### config.mk
export PLATFORM = sky130hd
export DESIGN_NAME = alu_reg_sequencer
export DESIGN_NICKNAME = d
export VERILOG_FILES = /design/src/rtl/alu_reg_sequencer.sv
export SDC_FILE = /design/constraint.sdc
export NUM_CORES = 1
export LEC_CHECK = 0
export BUFFER_PORTS_ARGS = -buffer_cell sky130_fd_sc_hd__buf_2
export CORE_MARGIN = 1.5
export CORE_UTILIZATION = 41
export CTS_CLUSTER_DIAMETER = 50
export DETAILED_ROUTE_END_ITERATION = 6
export PLACE_DENSITY = 0.78
export SETUP_SLACK_MARGIN = 0.1
export SLEW_MARGIN = 20
export SYNTH_ARGS = -nofsm -noshare
export SYNTH_HDL_FRONTEND = slang
export SYNTH_SLANG_ARGS = --single-unit
### constraint.sdc
create_clock -name clk -period 1.9 [get_ports clk]
set_clock_uncertainty 0.2 [all_clocks]
set_input_delay 0.57 -clock clk [delete_from_list [all_inputs] [get_ports clk]]
set_output_delay 0.57 -clock clk [all_outputs]
set_load 0.05 [all_outputs]
### src/rtl/alu_reg_sequencer.sv
// Command sequencer for the two-register add/sub datapath: expands one opcode into 1 or 3 control steps.
// Optional build macro ALU_SEQ_CARRY_FLAG_EN adds a sticky per-command carry_flag output.
module alu_reg_sequencer #(
    parameter int BIT_WIDTH = 4
) (
    input  logic                 clk,
    input  logic                 rst,
    input  logic                 cmd_valid,
    output logic                 cmd_ready,
    input  logic [2:0]           cmd_op,
    input  logic [BIT_WIDTH-1:0] cmd_data,
    input  logic                 alu_cout,
    output logic                 s_reg,
    output logic                 en_ra,
    output logic                 en_rb,
    output logic                 s,
    output logic [BIT_WIDTH-1:0] alu_in,
`ifdef ALU_SEQ_CARRY_FLAG_EN
    output logic                 carry_flag,
`endif
    output logic                 done,
    output logic                 err
);

    typedef enum logic [1:0] {IDLE, STEP1, STEP2, STEP3} state_t;

    localparam logic [2:0] OP_NOP  = 3'b000;
    localparam logic [2:0] OP_LDA  = 3'b001;
    localparam logic [2:0] OP_LDB  = 3'b010;
    localparam logic [2:0] OP_ADD  = 3'b011;
    localparam logic [2:0] OP_SUB  = 3'b100;
    localparam logic [2:0] OP_SWAP = 3'b101;
    localparam logic [2:0] OP_SUBB = 3'b110;
    localparam logic [2:0] OP_ILL  = 3'b111;

    state_t                 state_reg, state_next;
    logic [2:0]             op_reg;
    logic [BIT_WIDTH-1:0]   data_reg;
    logic                   done_reg, done_next;
    logic                   err_reg, err_next;
    logic                   accept;
    logic                   load_step;

    assign cmd_ready = (state_reg == IDLE);
    assign accept    = cmd_valid && cmd_ready;
    assign done      = done_reg;
    assign err       = err_reg;

    always_ff @(posedge clk) begin
        if (rst) begin
            state_reg <= IDLE;
            op_reg    <= OP_NOP;
            data_reg  <= '0;
            done_reg  <= 1'b0;
            err_reg   <= 1'b0;
        end else begin
            state_reg <= state_next;
            done_reg  <= done_next;
            err_reg   <= err_next;
            if (accept) begin
                op_reg   <= cmd_op;
                data_reg <= cmd_data;
            end
        end
    end

    // Next state, completion strobes and Moore control decode from state + latched op.
    always_comb begin
        state_next = state_reg;
        done_next  = 1'b0;
        err_next   = 1'b0;
        s_reg      = 1'b0;
        en_ra      = 1'b0;
        en_rb      = 1'b0;
        s          = 1'b0;
        load_step  = 1'b0;
        case (state_reg)
            IDLE: begin
                if (accept) state_next = STEP1;
            end
            STEP1: begin
                if (op_reg == OP_SWAP) begin
                    state_next = STEP2;
                end else begin
                    state_next = IDLE;
                    done_next  = 1'b1;
                    err_next   = (op_reg == OP_ILL);
                end
                case (op_reg)
                    OP_LDA:  begin s_reg = 1'b1; en_ra = 1'b1; load_step = 1'b1; end
                    OP_LDB:  begin s_reg = 1'b1; en_rb = 1'b1; load_step = 1'b1; end
                    OP_ADD:  begin en_ra = 1'b1; end
                    OP_SUB:  begin en_ra = 1'b1; s = 1'b1; end
                    OP_SWAP: begin en_ra = 1'b1; end
                    OP_SUBB: begin en_rb = 1'b1; s = 1'b1; end
                    default: ;
                endcase
            end
            STEP2: begin
                state_next = STEP3;
                en_rb      = 1'b1;
                s          = 1'b1;
            end
            STEP3: begin
                state_next = IDLE;
                done_next  = 1'b1;
                en_ra      = 1'b1;
                s          = 1'b1;
            end
            default: state_next = IDLE;
        endcase
    end

    // External data only reaches the datapath during a load step.
    generate
        for (genvar gi = 0; gi < BIT_WIDTH; gi++) begin : g_alu_in
            assign alu_in[gi] = data_reg[gi] & load_step;
        end
    endgenerate

`ifdef ALU_SEQ_CARRY_FLAG_EN
    logic carry_reg;
    assign carry_flag = carry_reg;

    always_ff @(posedge clk) begin
        if (rst) begin
            carry_reg <= 1'b0;
        end else if (accept) begin
            carry_reg <= 1'b0;
        end else if (!s_reg && (en_ra || en_rb) && alu_cout) begin
            carry_reg <= 1'b1;
        end
    end
`else
    logic unused_cout;
    assign unused_cout = alu_cout;
`endif

endmodule

==> flow_summary_export.csv <==
group,metric,value,unit
sta,fin_crit,2.20,ns
yosys,seq_area_frac_synth,0.397,
global_route,overflow,0,
layout,num_antenna_cells,0,
global_route,grt_max_degree,12,
clock_tree,clk_latency,0.27,ns
critical_path,path_cells,"inv_2, ha_4, nor3b_4, and2_4, buf_8",
yosys,synth_top_cell_by_area,"dfxtp_1",
job,max_cap_viol_count,0,
detailed_routing,top_layer,"met4",
detailed_routing,via_per_inst,5.08,
place,pre_cts_slack,-0.0841,ns
clock_tree,clock-sinks,11,
layout,largest_reg_flops,4,
global_route,grt_use_total,0.211,
power,swShare,0.320,
power,comb_power_share,0.288,
detailed_routing,route.met3.wl,65,µm
layout,multi_input_area,405,µm²
clock_tree,numCtsBuffers,3,
sta,setup_ws,-0.302,ns
yosys,synth_cells,70,
power,clkPwrFrac,0.280,
layout,num-nets-final,121,
status,status,"finished, violations left",
power,power,0.000593,W
clock_tree,cts_buffer_depth,2,
critical_path,cp.arrival,1.43,ns
critical_path,critPathKind,"register to output pin",
power,seq_power_share,0.432,
floorplanning,io_pins,22,
detailed_routing,wirelength,1.54,mm
place,gp_congestion,0.780,
layout,design_area,970,µm²
clock_tree,cts_hold_buf,0,
critical_path,critical_path_required,1.13,ns
detailed_routing,ant_nets,0,
floorplanning,die_area,1580,µm²
detailed_routing,drt_pass1_iterations,4,
global_route,antenna_found_initial,0,
sta,timing.fmax,454,MHz
detailed_routing,vias,609,
critical_path,critPathMaxStageDelay,0.33,ns
detailed_routing,route.met2.wl,748,µm
yosys,yosysWarnings,0,
sta,hold_viol_final,0,
sta,maxSlewViolCount,0,
critical_path,slowest_stage,"dfxtp_2",
worst_hold_path,hold_depth,2,
critical_path,cp-end-kind,"output pin",
layout,drive_above_1_share,0.562,
yosys,ys_types,22,
yosys,synthTopCellsByArea,"dfxtp_1 40%, a21oi_1 9.0%, ha_1 9.0%, nand3_1 6.3%, nand2_1 6.1%",
global_route,grt_pass1_wl,2.13,mm
floorplanning,die_x,39.8,µm
detailed_routing,drt-met1-wl,663,µm
floorplanning,core,1280,µm²
detailed_routing,drt_iter0_markers,16,
critical_path,crit_fanout,5,
yosys,syn_nets,85,
layout,layout_common_cells,"12 x buf_2, 12 x buf_4, 8 x a21oi_1, 8 x dfxtp_1",
floorplanning,die_y,39.8,µm
yosys,synth_area_per_cell,7.92,µm²
layout,regArea,226,µm²
place,dp.cells,112,
power,powerDensity,612,nW/µm²
critical_path,worst_path_dominant_cell_family,"simple AND/OR/NAND/NOR gates",
layout,syn_to_final_growth,74.9,%
power,p_switching,0.000190,W
sta,setup_viol,10,
status,failed_checks,"negative setup slack",
sta,rsz0062_at_grt,"yes",
clock_tree,clkTransAtPathRegs,0.07,ns
detailed_routing,wl_per_cell,12.8,µm
power,ir_worst_vdd,345,µV
worst_hold_path,hold_class,"register to register",
critical_path,reg2reg_depth,8,
yosys,synth_seq_cells,11,
sta,worstMarginPinSlew,0.340,ns
clock_tree,cts_tree,"yes",
place,hpwlAfterDp,1.00,mm
critical_path,path_buf_inv,2,
place,placed_area,782,µm²
clock_tree,root_buffer,"clkbuf_4",
layout,final_util,0.755,
critical_path,startpoint_type,"register",
detailed_routing,drc,0,
sta,maxSlewHeadroom,0.771,
global_route,grt_pass1_vias,501,
layout,instances_no_fill,120,
yosys,syn_area,554,µm²
yosys,synth_top_area_share,0.397,
power,p_int,0.000403,W
layout,fillers,88,
power,leakagePower,0.417,nW
clock_tree,htreeDepth,1,
place,port_buffers,20,
sta,min_period_over_period,1.16,
critical_path,path_depth,5,
floorplanning,num_rows,13,
floorplanning,start_util,0.431,
[timing repair]
item / in CTS / in global routing
gates resized for setup: 27 / 10
pin swaps: 6 / 5
setup endpoints to repair: 9 / 10
gates cloned: 0 / 0
setup buffers: 1 / 3
[final cells by class]
| class | count | area share |
|---|---|---|
| Timing Repair Buffer | 34 | 0.294 |
| Clock buffer | 4 | 0.0271 |
| Tap cell | 15 | 0.0194 |
| Inverter | 2 | 0.00774 |
| Multi-Input combinational cell | 54 | 0.418 |
| Sequential cell | 11 | 0.234 |
[synth_stat cells (all sizes together)]
| master | n |
|---|---|
| nor3 | 3 |
| o21ai | 1 |
| a21oi | 10 |
| a211oi | 1 |
| nand2b | 1 |
| o21a | 1 |
| and2 | 4 |
| clkbuf | 2 |
| or4 | 1 |
| a21o | 1 |
| nand3b | 1 |
| nor3b | 1 |
| nor2b | 1 |
| buf | 1 |
| nor2 | 6 |
| ha | 4 |
| xnor2 | 1 |
| inv | 2 |
| nand3 | 7 |
| dfxtp | 11 |
| nand2 | 10 |
[metrics by stage]
stage	TNS, ns	hold WS [ns]
2_1_floorplan	-1.44	0.237
3_3_place_gp	-0.261	0.244
3_5_place_dp	-0.407	0.250
4_1_cts	-2.01	0.259
5_1_grt	-2.69	0.276
6_report	-2.31	0.259
[worst min-delay path: stages (launching register included)]
cell,delay (ns)
dfxtp_1,0.31
nand2_1,0.05
a21oi_1,0.05
[power groups by stage]
stage / clock network [W] / logic [W] / registers, W
after floorplan: 0 / 0.0000865 / 0.000268
after global placement: 0 / 0.000135 / 0.000261
after detailed placement: 0 / 0.000139 / 0.000261
after CTS: 0.000169 / 0.000156 / 0.000256
after global routing: 0.000179 / 0.000183 / 0.000259
final: 0.000166 / 0.000171 / 0.000256
[worst paths after layout]
path / start / endpoint / slack, ns
setup / recovery: register / alu_in[2] / -0.30
hold / removal: data_reg[0] / data_reg[0] / 0.26
setup reg to reg: register / register / -0.06
hold reg to reg: data_reg[0] / data_reg[0] / 0.26
[cells by family (layout without fill, tap and decap cells)]
group | after synthesis | after routing | share of synthesized area
buffers and inverters | 5 | 40 | 0.0361
and+or+nand+nor | 35 | 35 | 0.321
AOI/OAI and AO/OA | 14 | 14 | 0.140
adders and majority gates | 4 | 4 | 0.0903
xor gates and xnor gates | 1 | 1 | 0.0158
DFF | 11 | 11 | 0.397
[routing by layer]
metal,track usage,vias up
met4,0.129,0
met1,0.240,273
met3,0.0568,9
met5,0,-
li1,-,306
met2,0.344,21
(Power assumes the default switching activity.)
